===== config.mk =====
export PLATFORM = sky130hd
export DESIGN_NAME = irq_timer
export DESIGN_NICKNAME = d
export VERILOG_FILES = /design/src/rtl/irq_timer_pkg.sv /design/src/rtl/timer_prescaler.sv /design/src/rtl/irq_timer.sv
export SDC_FILE = /design/constraint.sdc
export NUM_CORES = 1
export LEC_CHECK = 0
export ABC_AREA = 1
export BUFFER_PORTS_ARGS = -buffer_cell sky130_fd_sc_hd__buf_2
export CAP_MARGIN = 20
export CORE_MARGIN = 2
export CORE_UTILIZATION = 50
export CTS_CLUSTER_SIZE = 12
export DETAILED_ROUTE_END_ITERATION = 10
export PLACE_DENSITY = 0.74
export SKIP_LAST_GASP = 1
export SLEW_MARGIN = 20
export SYNTH_ARGS = -nofsm -noshare
export SYNTH_HDL_FRONTEND = slang
export SYNTH_HIERARCHICAL = 1
export SYNTH_SLANG_ARGS = --single-unit

===== constraint.sdc =====
create_clock -name clk -period 3.4 [get_ports clk]
set_clock_uncertainty 0.15 [all_clocks]
set_input_delay 0.68 -clock clk [delete_from_list [all_inputs] [get_ports clk]]
set_output_delay 0.68 -clock clk [all_outputs]
set_load 0.05 [all_outputs]

===== src/rtl/irq_timer_pkg.sv =====
// irq_timer_pkg: shared definitions for the irq_timer peripheral.
//   - block base address on the picorv32 native bus
//   - register index enum (addr[3:2]) and CTRL/STATUS bit positions
//   - bus FSM state enum
//   - apply_wstrb(): byte-lane merge of write data into a 32-bit register image
package irq_timer_pkg;

  localparam logic [31:0] IRQ_TIMER_BASE = 32'h8000_0010;

  typedef enum logic [1:0] {
    REG_CTRL    = 2'd0,
    REG_COUNT   = 2'd1,
    REG_COMPARE = 2'd2,
    REG_STATUS  = 2'd3
  } reg_idx_e;

  localparam int CTRL_EN_BIT       = 0;
  localparam int CTRL_IRQ_EN_BIT   = 1;
  localparam int CTRL_ONESHOT_BIT  = 2;
  localparam int CTRL_PRESCALE_LSB = 8;
  localparam int STATUS_MATCH_BIT  = 0;

  typedef enum logic {
    BUS_IDLE = 1'b0,
    BUS_ACK  = 1'b1
  } bus_state_e;

  // Replace only the bytes whose strobe is set.
  function automatic logic [31:0] apply_wstrb(input logic [31:0] old_v,
                                               input logic [31:0] new_v,
                                               input logic [3:0]  strb);
    logic [31:0] r;
    r = old_v;
    for (int i = 0; i < 4; i++) begin
      if (strb[i]) r[8*i +: 8] = new_v[8*i +: 8];
    end
    return r;
  endfunction

endpackage


===== src/rtl/timer_prescaler.sv =====
// timer_prescaler: divides the clock down to a one-cycle tick.
//   clk, reset  : clock, asynchronous active-high reset
//   prescale    : tick period minus one
//   en          : counter runs while high, holds at 0 while low
//   clear       : forces the counter back to 0 (CTRL write)
//   tick        : high for one cycle every prescale+1 enabled cycles
module timer_prescaler #(
  parameter int PRESCALE_WIDTH = 8
) (
  input  logic                      clk,
  input  logic                      reset,
  input  logic [PRESCALE_WIDTH-1:0] prescale,
  input  logic                      en,
  input  logic                      clear,
  output logic                      tick
);

  logic [PRESCALE_WIDTH-1:0] cnt_q, cnt_d;

  assign tick = en && (cnt_q == prescale);

  always_comb begin
    cnt_d = cnt_q + PRESCALE_WIDTH'(1);
    if (clear || !en || tick) cnt_d = '0;
  end

  always_ff @(posedge clk or posedge reset) begin
    if (reset) cnt_q <= '0;
    else       cnt_q <= cnt_d;
  end

endmodule


===== src/rtl/irq_timer.sv =====
// irq_timer: memory-mapped timer/compare peripheral for the picorv32 bus.
//   clk, reset : clock, asynchronous active-high reset
//   sel        : slave select, held by the master until ready
//   addr       : byte offset in the block, [3:2] selects the register
//   wstrb      : byte write strobes, 0 = read
//   wdata      : write data
//   rdata      : registered read data
//   ready      : one-cycle transfer-complete pulse
//   irq        : CPU irq vector, bit 0 = MATCH & IRQ_EN
// Registers: 0 CTRL {PRESCALE[15:8], ONESHOT, IRQ_EN, EN}, 1 COUNT,
//            2 COMPARE, 3 STATUS {MATCH (write 1 to clear)}.
// Handshake: a transfer is accepted on the edge where sel=1 in IDLE; that
// edge commits the write or loads rdata and raises ready for one cycle. The
// FSM stays in ACK until sel drops, so a select held past its ready never
// starts a second transfer.
module irq_timer
  import irq_timer_pkg::*;
#(
  parameter int COUNT_WIDTH    = 32,
  parameter int PRESCALE_WIDTH = 8
) (
  input  logic        clk,
  input  logic        reset,
  input  logic        sel,
  input  logic [3:0]  addr,
  input  logic [3:0]  wstrb,
  input  logic [31:0] wdata,
  output logic [31:0] rdata,
  output logic        ready,
  output logic [31:0] irq
);

  bus_state_e                state_q, state_d;
  logic                      ready_q, ready_d;
  logic [31:0]               rdata_q, rdata_d;
  logic                      en_q, en_d;
  logic                      irq_en_q, irq_en_d;
  logic                      oneshot_q, oneshot_d;
  logic [PRESCALE_WIDTH-1:0] prescale_q, prescale_d;
  logic [COUNT_WIDTH-1:0]    count_q, count_d;
  logic [COUNT_WIDTH-1:0]    compare_q, compare_d;
  logic                      match_q, match_d;

  logic [3:0]  offset;
  logic [1:0]  unused_offset_lsb;
  reg_idx_e    reg_idx;
  logic        accept, wr_en, rd_en;
  logic        ctrl_wr, count_wr, compare_wr, status_wr;
  logic        tick, match_set, match_clr;
  logic [31:0] ctrl_rd, count_merged, compare_merged;

  // Offset relative to the block base; only the word index is decoded.
  assign offset            = addr - IRQ_TIMER_BASE[3:0];
  assign unused_offset_lsb = offset[1:0];
  assign reg_idx           = reg_idx_e'(offset[3:2]);

  assign accept     = (state_q == BUS_IDLE) && sel;
  assign wr_en      = accept && (wstrb != 4'b0000);
  assign rd_en      = accept && (wstrb == 4'b0000);
  assign ctrl_wr    = wr_en && (reg_idx == REG_CTRL);
  assign count_wr   = wr_en && (reg_idx == REG_COUNT);
  assign compare_wr = wr_en && (reg_idx == REG_COMPARE);
  assign status_wr  = wr_en && (reg_idx == REG_STATUS);

  assign count_merged   = apply_wstrb(32'(count_q), wdata, wstrb);
  assign compare_merged = apply_wstrb(32'(compare_q), wdata, wstrb);

  timer_prescaler #(
    .PRESCALE_WIDTH(PRESCALE_WIDTH)
  ) u_prescaler (
    .clk      (clk),
    .reset    (reset),
    .prescale (prescale_q),
    .en       (en_q),
    .clear    (ctrl_wr),
    .tick     (tick)
  );

  // Bus FSM
  always_comb begin
    state_d = state_q;
    ready_d = 1'b0;
    case (state_q)
      BUS_IDLE: begin
        if (sel) begin
          state_d = BUS_ACK;
          ready_d = 1'b1;
        end
      end
      BUS_ACK: begin
        if (!sel) state_d = BUS_IDLE;
      end
      default: state_d = BUS_IDLE;
    endcase
  end

  always_comb begin
    ctrl_rd                                       = '0;
    ctrl_rd[CTRL_EN_BIT]                          = en_q;
    ctrl_rd[CTRL_IRQ_EN_BIT]                      = irq_en_q;
    ctrl_rd[CTRL_ONESHOT_BIT]                     = oneshot_q;
    ctrl_rd[CTRL_PRESCALE_LSB +: PRESCALE_WIDTH]  = prescale_q;
  end

  always_comb begin
    rdata_d = rdata_q;
    if (rd_en) begin
      case (reg_idx)
        REG_CTRL:    rdata_d = ctrl_rd;
        REG_COUNT:   rdata_d = 32'(count_q);
        REG_COMPARE: rdata_d = 32'(compare_q);
        REG_STATUS:  rdata_d = 32'(match_q);
        default:     rdata_d = '0;
      endcase
    end
  end

  // Timer update: the tick result is computed first so that bus writes,
  // applied afterwards, override it (COUNT write beats a tick, CTRL write
  // beats the one-shot EN clear).
  always_comb begin
    en_d       = en_q;
    irq_en_d   = irq_en_q;
    oneshot_d  = oneshot_q;
    prescale_d = prescale_q;
    count_d    = count_q;
    compare_d  = compare_q;
    match_set  = 1'b0;

    if (tick) begin
      if (count_q == compare_q) begin
        match_set = 1'b1;
        count_d   = '0;
        if (oneshot_q) en_d = 1'b0;
      end else begin
        count_d = count_q + COUNT_WIDTH'(1);
      end
    end

    if (ctrl_wr) begin
      if (wstrb[0]) begin
        en_d      = wdata[CTRL_EN_BIT];
        irq_en_d  = wdata[CTRL_IRQ_EN_BIT];
        oneshot_d = wdata[CTRL_ONESHOT_BIT];
      end
      if (wstrb[1]) prescale_d = wdata[CTRL_PRESCALE_LSB +: PRESCALE_WIDTH];
    end
    if (count_wr)   count_d   = count_merged[COUNT_WIDTH-1:0];
    if (compare_wr) compare_d = compare_merged[COUNT_WIDTH-1:0];

    // A new match in the same cycle as a clear keeps MATCH set.
    match_clr = status_wr && wstrb[0] && wdata[STATUS_MATCH_BIT];
    match_d   = (match_q && !match_clr) || match_set;
  end

  always_ff @(posedge clk or posedge reset) begin
    if (reset) begin
      state_q    <= BUS_IDLE;
      ready_q    <= 1'b0;
      rdata_q    <= '0;
      en_q       <= 1'b0;
      irq_en_q   <= 1'b0;
      oneshot_q  <= 1'b0;
      prescale_q <= '0;
      count_q    <= '0;
      compare_q  <= '1;
      match_q    <= 1'b0;
    end else begin
      state_q    <= state_d;
      ready_q    <= ready_d;
      rdata_q    <= rdata_d;
      en_q       <= en_d;
      irq_en_q   <= irq_en_d;
      oneshot_q  <= oneshot_d;
      prescale_q <= prescale_d;
      count_q    <= count_d;
      compare_q  <= compare_d;
      match_q    <= match_d;
    end
  end

  assign rdata = rdata_q;
  assign ready = ready_q;
  assign irq   = {31'b0, match_q && irq_en_q};

endmodule


After elaboration in Yosys (flattened, before gate mapping)
Index checks and enable logic that the tools add are counted.
{"block": "totals", "ram_bits": 0, "latch_bits": 0, "rom_bits": 0, "wordCells": 78, "out_inout_bits": 65, "ff_bits": 118, "mem_count": 0}
{"block": "op_classes", "bitwise_logic": 1, "muxes": 18, "n_eq_ne": 9, "addsub": 2, "div": 0, "reduce_logical": 31, "shift": 0, "order_cmp": 0, "mul": 0}
{"op": "case mux 32 bit (4 select lines)", "count": 1}
{"op": "two-way mux 32 bit", "count": 3}
{"op": "two-way mux 8 bit", "count": 5}
{"op": "adder 32 x 1 -> 32 bit, second input constant", "count": 1}
{"op": "equality test 32 bit", "count": 1}
{"op": "AND reduction 2 bit", "count": 10}
{"op": "logical AND 1 bit", "count": 12}
{"op": "two-way mux 1 bit", "count": 9}
{"op": "adder 8 x 1 -> 8 bit, second input constant", "count": 1}
{"op": "equality test 8 bit", "count": 1}
{"op": "!= test 2 bit, second input constant", "count": 4}
{"op": "equality test 2 bit, second input constant", "count": 2}
{"op": "logical NOT 4 bit", "count": 1}
{"op": "nonzero test 4 bit", "count": 1}
{"op": "logical OR 1 bit", "count": 3}
{"op": "equality test 2 x 1 -> 1 bit, second input constant", "count": 1}
{"op": "logical NOT 1 bit", "count": 2}
{"op": "logical NOT 2 bit", "count": 1}
{"op": "nonzero test 2 bit", "count": 1}
{"op": "NOT 1 bit", "count": 1}

Depth between registers and ports, before layout
Gate-level depths: netlist of the first run.
{"block": "logic_depth", "depth_word": 9, "mapped_depth": 13, "ltp_nobuf": 12}

By module
Netlist of the first run, hierarchy kept.
{"module": "irq_timer", "n_inst": 1, "cells_per_inst": 867, "seq_area_each_um2": 2792.7, "area_per_inst_um2": 6628.9}
{"module": "timer_prescaler", "n_inst": 1, "cells_per_inst": 83, "seq_area_each_um2": 200.2, "area_per_inst_um2": 584.3}

Worst setup path before layout of the first run
OpenSTA, ideal clock, no wires.
{"block": "synth_timing", "path_kind": "input -> register", "from": "in wstrb[2]", "to": "reg compare_q[24]", "t_required_ns": 3.168, "stages": 8, "path_slack_ns": 1.441, "t_arrival_ns": 1.727, "cell_sequence": "inv_1 > nand3_1 > nand2_2 > inv_2 > nand2_2 > nor2_1 > buf_4 > mux2_2"}
{"block": "synth_via", "elab_chain_len": 4}
{"element": "from (decl)", "line_no": "irq_timer.sv:26", "text": "input logic [3:0] wstrb,"}
{"element": "nonzero test 4 bit", "line_no": "irq_timer.sv:58", "text": "assign wr_en = accept && (wstrb != 4'b0000);"}
{"element": "logical AND 1 bit", "line_no": "irq_timer.sv:58"}
{"element": "logical AND 1 bit", "line_no": "irq_timer.sv:62", "text": "assign compare_wr = wr_en && (reg_idx == REG_COMPARE);"}
{"element": "AND reduction 2 bit (no line)"}
{"element": "to (signal assigned)", "line_no": "irq_timer.sv:177", "text": "compare_q <= compare_d;"}
{"element": "to (decl)", "line_no": "irq_timer.sv:41", "text": "logic [COUNT_WIDTH-1:0] compare_q, compare_d;"}
No other way between the ends.
A chain may end at the register's enable or synchronous reset.

Worst setup path in the final report of the first run
{"block": "layout_timing", "from": "reg prescale_q[7]", "to": "reg count_q[22]"}
{"block": "layout_via", "elab_chain_len": 4}
{"element": "from (decl)", "line_no": "irq_timer.sv:39", "text": "logic [PRESCALE_WIDTH-1:0] prescale_q, prescale_d;"}
{"element": "from (signal assigned)", "line_no": "irq_timer.sv:175", "text": "prescale_q <= prescale_d;"}
{"element": "equality test 8 bit", "line_no": "timer_prescaler.sv:20", "text": "assign tick = en && (cnt_q == prescale);"}
{"element": "logical AND 1 bit", "line_no": "timer_prescaler.sv:20"}
{"element": "via tick", "line_no": "irq_timer.sv:49", "text": "logic tick, match_set, match_clr;"}
{"element": "nonzero test 2 bit (no line)"}
{"element": "AND reduction 2 bit (no line)"}
{"element": "to (signal assigned)", "line_no": "irq_timer.sv:176", "text": "count_q <= count_d;"}
{"element": "to (decl)", "line_no": "irq_timer.sv:40", "text": "logic [COUNT_WIDTH-1:0] count_q, count_d;"}
The timed path passes the listed nets, and every way through them passes these cells.

==> impl_metrics.csv, run 1 <==
group,metric,value,unit
sta,tightest_slew,810.5,ps
hold_path,hold_class,"input pin to async pin",
global_route,grt-ovfl-total,0,
place,dpl.hpwl,12790,um
worst_setup_path,reg2reg_slack,820,ps
worst_setup_path,critPathMaxFanout,32,
worst_setup_path,path_cells,"xnor2_1 > nand3_1 > or2_2 > nor2_1 > nand2_2 > nand2_2 > inv_2 > a21oi_1 > a21oi_1",
worst_setup_path,slowest_stage,"dfrtp_1",
synth,synthDistinctLibCells,36,
pwr,peakVddDrop,504.3,uV
clocking,cts_made_buffers,17,
place,place.gp.congestion,0.9621,
floorplan,die_w,124.1,um
sta,rsz0062_at_grt,"no",
synth,ys_async_sr_fraction,1.000,
synth,synth_top_cell_by_area,"dfrtp_1",
synth,synthCells,950,
route,ant_nets,0,
synth,ys_ff_latch,118,
sta,post-route-min-period,2578,ps
status,outcome,"complete, no violations",
pwr,leakagePower,3.905,nW
route,vias,6253,
sta,hold_violations,0,
global_route,grt_pass1_wl,29030,um
worst_setup_path,setup.worst_path.start_class,"flop",
floorplan,initial_core_util,0.5157,
sta,timing.final.crit_share,0.7582,
worst_setup_path,timing.rr.start,"prescale_q[7]$_DFFE_PP0P_",
worst_setup_path,path_delay_family,"simple AND/OR/NAND/NOR gates",
sta,drv_slew,0,
clocking,cts_tree,"yes",
floorplan,ios,108,
synth,synth_top_cell_area_share,0.2984,
floorplan,num_rows,43,
worst_setup_path,arrival,2730,ps
clocking,cts-htree-levels,4,
synth,yosysMostFrequentCell,"nand2_1",
synth,synth_commonest_cells,"nand2_1 (245), nor2_1 (138), dfrtp_1 (86)",
sta,slew-limit-headroom,0.4597,
global_route,grt_max_degree,64,
sta,max_freq,0.3879,GHz
sta,whs,68.44,ps
clocking,cts-root-buf,"clkbuf_16",
route,drcViolationCount,0,
worst_setup_path,cp_num_buf_inv,1,
worst_setup_path,reg2reg_depth,9,
worst_setup_path,setup.worst_path.end_class,"flop",
worst_setup_path,cp.required,3560,ps
synth,synth_flop_cell,"dfrtp_1",
final_layout,drive_gt1_frac,0.2020,
route,firstDrtPassIters,5,
synth,yosysWarnings,6,
route,wl_per_cell,14.68,um
synth,netlist_area,7213,um^2
pwr,power_density,804.0,nW/um^2
final_layout,diodes,0,
route,drt-total-wl,17690,um
floorplan,dieHeight,124.1,um
route,drt_iter0_drc,477,
clocking,clockBufferDepth,2,
worst_setup_path,r2r-end,"count_q[22]$_DFFE_PP0P_",
synth,synth.area.top_cells,"dfrtp_1 (30%), nand2_1 (13%), dfstp_2 (12%)",
place,io_buffers,74,
worst_setup_path,critPathKind,"flop to flop",
job,max-cap-violations,0,
final_layout,fin_nets,1057,
global_route,grt_pass1_vias,5912,
clocking,clkTransAtPathRegs,50,ps
global_route,grt_use_total,0.2459,
final_layout,areaGrowthSynthToFinish,12.77,%
sta,fin_tns_setup,0,ps
clocking,cts_resized,0,
worst_setup_path,critPathMaxStageDelay,440,ps
pwr,finalPower,6.539,mW
clocking,hold_buffers,0,
synth,synth-edff-count,0,
clocking,clkSinkCount,118,
synth,syn_avg_cell_area,7.593,um^2
sta,setup_viol,0,
global_route,antenna_found_initial,0,
route,via_per_inst,5.189,
synth,ys_seq_area_frac,0.4149,
floorplan,coreArea,13990,um^2
floorplan,dieArea,15400,um^2
clocking,insertion_delay,430,ps
final_layout,fill_cells,1322,
clocking,cts_setup_buffers,0,
[metal layers]
metal	track usage	share of wire	up-vias
met3	0.06548	0.058	30
met5	0	0	-
li1	-	-	3111
met1	0.3401	0.47	2945
met4	0.09410	0.021	0
met2	0.3689	0.45	167
[cells in the final DEF, fill, tap and decap left out, drive strengths merged, types with 4 or more instances in the layout]
master / count
clkinv: 4
nand2: 260
conb: 31
inv: 76
xor2: 17
nand3b: 22
dfstp: 32
a41oi: 5
a21oi: 44
a31oi: 21
nand3: 42
mux2: 24
o21ai: 47
buf: 87
nor2: 147
dfrtp: 86
nor3: 4
a22oi: 4
xnor2: 30
clkbuf: 28
[through the flow]
| step | util | std cells | instance area [um^2] | worst slack (ps) |
|---|---|---|---|---|
| after floorplan | - | 980 | 7330 | 1267 |
| after global placement | 0.5431 | 1173 | 7597 | 845.2 |
| after detailed placement | 0.5431 | 1173 | 7597 | 796.5 |
| after CTS | 0.5815 | 1205 | 8134 | 867.5 |
| after global routing | 0.5815 | 1205 | 8134 | 685.3 |
| final | 0.5815 | 1205 | 8134 | 822.2 |
[worst reg2reg max path: cells and delay by family (launching register included)]
family | cells | cell delay, ps
flip-flops | 1 | 440
AND/OR/NAND/NOR | 5 | 1370
AO/OA/AOI/OAI | 2 | 230
buffers and inverters | 1 | 80
XOR/XNOR | 1 | 180
[sequential cells by signal (all words and copies together) (netlist names), 8 cells and up]
register           flops
compare_q             32
count_q               32
rdata                 32
prescale_q             8
u_prescaler/cnt_q      8
[logic make-up (layout without fill, tap and decap cells)]
| logic type | Yosys count | count (layout) | synth area share |
|---|---|---|---|
| other | 1 | 31 | 0.0005199 |
| buffers and inverters | 151 | 196 | 0.1016 |
| DFF | 118 | 118 | 0.4149 |
| xor gates and xnor gates | 47 | 47 | 0.05707 |
| AOI/OAI and AO/OA | 128 | 128 | 0.09887 |
| muxes | 24 | 24 | 0.03747 |
| adders and majority gates | 2 | 2 | 0.003469 |
| and+or+nand+nor | 479 | 479 | 0.2860 |
[worst max-delay path by stage]
stage / slack, ps / depth (start not counted) / endpoint / start
3_3_place_gp: 850 / 11 / count_q[17]$_DFFE_PP0P_ / wstrb[1]
5_1_grt: 690 / 9 / count_q[18]$_DFFE_PP0P_ / prescale_q[7]$_DFFE_PP0P_
2_1_floorplan: 1270 / 1 / count_q[0]$_DFFE_PP0P_ / reset
4_1_cts: 870 / 9 / count_q[17]$_DFFE_PP0P_ / prescale_q[7]$_DFFE_PP0P_
6_report: 820 / 9 / count_q[22]$_DFFE_PP0P_ / prescale_q[7]$_DFFE_PP0P_
3_5_place_dp: 800 / 11 / count_q[22]$_DFFE_PP0P_ / wstrb[1]
[power breakdown]
part	switching [mW]	internal [mW]	leakage (nW)	total (mW)
clock	0.606	1.02	0.268	1.63
sequential	0.551	1.89	1.34	2.44
combinational	1.57	0.908	2.30	2.48
total	2.73	3.81	3.91	6.54
[cell type report]
class,count,area [um^2],share of cell area
inverters,77,292.8,0.03599
multi-input cells,711,3606,0.4433
well taps,180,225.2,0.02769
clock inverters,4,20.02,0.002461
flip-flops and latches,118,2993,0.3679
repair buffers,87,480.5,0.05907
clock buffers,28,516.7,0.06353
No activity file was read; power rests on OpenSTA's default activity.
==> run 2, diff against run 1 <==
Settings changed: ABC_AREA 1 to 0, PLACE_DENSITY 0.74 to 0.75.
Clock period 3.4 ns to 2.25 ns, I/O delays scaled along.
==> run 2 against run 1 <==
  * The flow now finishes with violations (setup timing)
  * Core utilization increased by 12 points
  * Synthesized cell count decreased by 30%
  * Global-route usage increased by 4.6 points
  * Worst hold slack improved by 30 ps
  * Fmax increased by 1.4%
  * Largest power group is now clock
==> impl_metrics.csv, run 2 <==
group,metric,value,unit
status,outcome,"finished with violations",
status,violations,"setup timing",
clocking,clkSinkCount,118,
synth,synth-xor-area-share,0.05732,
pwr,power_density,926.0,nW/um^2
pwr,finalPower,8.541,mW
place,io_buffers,74,
worst_setup_path,reg2reg_depth,9,
synth,synth_top_cell_by_area,"dfrtp_1",
clocking,insertion_delay,430,ps
synth,syn_avg_cell_area,10.09,um^2
route,ant_nets,0,
final_layout,fin_util,0.6993,
pwr,clock_power_share,0.350,
synth,synth_top_family_by_area,"simple AND/OR/NAND/NOR gates",
floorplan,dieHeight,119.8,um
final_layout,diodes,0,
job,max-cap-violations,0,
synth,yosysWarnings,6,
place,place.gp.congestion,0.9801,
synth,yosysMostFrequentCell,"dfrtp_1",
worst_setup_path,critPathMaxStageDelay,410,ps
final_layout,final_cell_mix,"buf_4 (137), dfrtp_1 (85), buf_2 (74), nand2_1 (60), mux2_2 (43)",
synth,synthCells,664,
synth,synth_top_cell_area_share,0.3211,
route,via_per_inst,5.882,
synth,ys_ff_latch,118,
final_layout,fin_nets,910,
floorplan,num_rows,42,
worst_setup_path,setup.worst_path.end_class,"flop",
worst_setup_path,path_delay_family,"simple AND/OR/NAND/NOR gates",
clocking,cts-root-buf,"clkbuf_16",
pwr,leakagePower,4.194,nW
final_layout,mostFrequentLayoutCell,"buf_4",
final_layout,instances_no_fill,1054,
route,wl_per_cell,19.11,um
global_route,grt_use_total,0.2920,
global_route,grt_max_degree,52,
pwr,peakVddDrop,749.4,uV
sta,setup_ws,-292.5,ps
worst_setup_path,reg2reg_slack,-290,ps
floorplan,coreArea,13190,um^2
pwr,intPower,5.708,mW
clocking,cts-htree-levels,4,
global_route,grt-ovfl-total,0,
worst_setup_path,slowest_stage,"dfrtp_1",
sta,timing.final.crit_share,1.130,
sta,rsz0062_at_grt,"yes",
worst_setup_path,crit_top_cell,"buf_6",
route,firstDrtPassIters,5,
pwr,p_sw,2.834,mW
floorplan,dieArea,14340,um^2
global_route,antenna_found_initial,0,
synth,synth-edff-count,0,
sta,max_freq,0.3933,GHz
floorplan,initial_core_util,0.5081,
final_layout,areaGrowthSynthToFinish,37.64,%
synth,synthSimpleGateAreaFrac,0.1596,
hold_path,hold_path.startpoint,"sel",
hold_path,hold_class,"input pin to flop",
final_layout,drive_gt1_frac,0.4601,
synth,synth_flop_cell,"dfrtp_1",
place,dp_cells,1005,
synth,ys_seq_area_frac,0.4466,
floorplan,ios,108,
route,drt-total-wl,20140,um
synth,netlist_area,6701,um^2
worst_setup_path,path_cells,"xor2_2 > nor4_4 > and3_4 > a21boi_4 > buf_6 > a21oi_4 > buf_6 > nor4_2 > a211o_1",
worst_setup_path,arrival,2750,ps
global_route,grt_pass1_vias,6256,
worst_setup_path,setup.worst_path.start_class,"flop",
synth,synth.area.top_cells,"dfrtp_1 (32%), dfstp_2 (13%), mux2_2 (7.2%)",
synth,synthAdderAreaFrac,0.003734,
pwr,combPwrFrac,0.313,
synth,synthDistinctLibCells,64,
worst_setup_path,r2r-end,"count_q[28]$_DFFE_PP0P_",
worst_setup_path,cp.required,2460,ps
clocking,clockBufferDepth,2,
sta,setup_viol,33,
sta,drv_slew,0,
hold_path,hold_depth,2,
floorplan,die_w,119.8,um
worst_setup_path,cp_num_buf_inv,2,
synth,synthMuxAreaShare,0.09653,
synth,synth_compound_area_frac,0.1550,
clocking,clkTransAtPathRegs,50,ps
clocking,cts_made_buffers,17,
worst_setup_path,critPathKind,"flop to flop",
global_route,grt_pass1_wl,32390,um
hold_path,hold_path_end,"state_q$_DFF_PP0_",
worst_setup_path,timing.rr.start,"u_prescaler/cnt_q[1]$_DFF_PP0_",
synth,synth_commonest_cells,"dfrtp_1 (86), nand2_1 (63), o21ai_0 (49)",
route,vias,6200,
place,dpl.hpwl,13930,um
route,drt_iter0_drc,502,
pwr,pwr-share-seq,0.338,
sta,hold_violations,0,
sta,whs,98.29,ps
synth,ys_async_sr_fraction,1.000,
worst_setup_path,critPathMaxFanout,8,
route,drcViolationCount,0,
pwr,netSwitchingFraction,0.3317,
clocking,cts_tree,"yes",
sta,post-route-min-period,2543,ps
run 2: per-layer routing:
metal  up-vias  share of wire  global-route usage
met5         -              0                   0
li1       2791              -                   -
met3        69          0.061             0.05989
met4         0          0.037              0.1324
met1      3038           0.42              0.3751
met2       302           0.48              0.4768
run 2: area by class of cell:
type	instances	area, um^2
Tap cell	176	220.2
Sequential cell	118	2994
Inverter	7	30.03
Clock inverter	10	167.7
Fill cell	979	3966
Multi-Input combinational cell	484	3575
Timing Repair Buffer	237	1743
Clock buffer	22	494.2
run 2: logic make-up after synthesis:
| family | Yosys count |
|---|---|
| and+or+nand+nor | 200 |
| AOI/OAI and AO/OA | 150 |
| DFF | 118 |
| buffers and inverters | 92 |
| muxes | 58 |
| xor gates and xnor gates | 43 |
| adders and majority gates | 2 |
| other | 1 |
run 2: power groups by stage:
stage | logic (mW) | registers (mW) | clock network [mW]
detailed placement | 2.49 | 2.89 | 0
finish | 2.67 | 2.88 | 2.99
floorplan | 1.25 | 3.18 | 0
CTS | 2.58 | 2.87 | 3.03
global placement | 2.42 | 2.87 | 0
global route | 2.86 | 2.93 | 3.12
run 2: stage by stage:
step / setup TNS (ps) / setup WS, ps / area [um^2]
2_1_floorplan: -1318 / -166.6 / 6834
4_1_cts: -3978 / -206.8 / 9031
6_report: -5744 / -292.5 / 9224
5_1_grt: -9154 / -385.6 / 9224
3_5_place_dp: -5557 / -285.9 / 8099
3_3_place_gp: -4101 / -233.2 / 8099
run 2: how the worst max path moves through the flow:
stage	startpoint	to	slack [ps]	cells after the start
6_report	u_prescaler/cnt_q[1]$_DFF_PP0_	count_q[28]$_DFFE_PP0P_	-290	9
5_1_grt	compare_q[20]$_DFFE_PP1P_	count_q[14]$_DFFE_PP0P_	-390	9
4_1_cts	compare_q[5]$_DFFE_PP1P_	count_q[3]$_DFFE_PP0P_	-210	8
3_5_place_dp	compare_q[0]$_DFFE_PP1P_	count_q[23]$_DFFE_PP0P_	-290	8
3_3_place_gp	compare_q[30]$_DFFE_PP1P_	count_q[9]$_DFFE_PP0P_	-230	9
2_1_floorplan	u_prescaler/cnt_q[3]$_DFF_PP0_	count_q[2]$_DFFE_PP0P_	-170	7
run 2: timing repair:
| item | 4_1_cts | 5_1_grt |
|---|---|---|
| gates resized for setup | 42 | 38 |
| setup endpoints to repair | 31 | 34 |
| setup buffers | 12 | 7 |
| hold endpoints to repair | 21 | 0 |
| pin swaps | 26 | 19 |
| hold buffers | 1 | 0 |
| gates cloned | 0 | 0 |
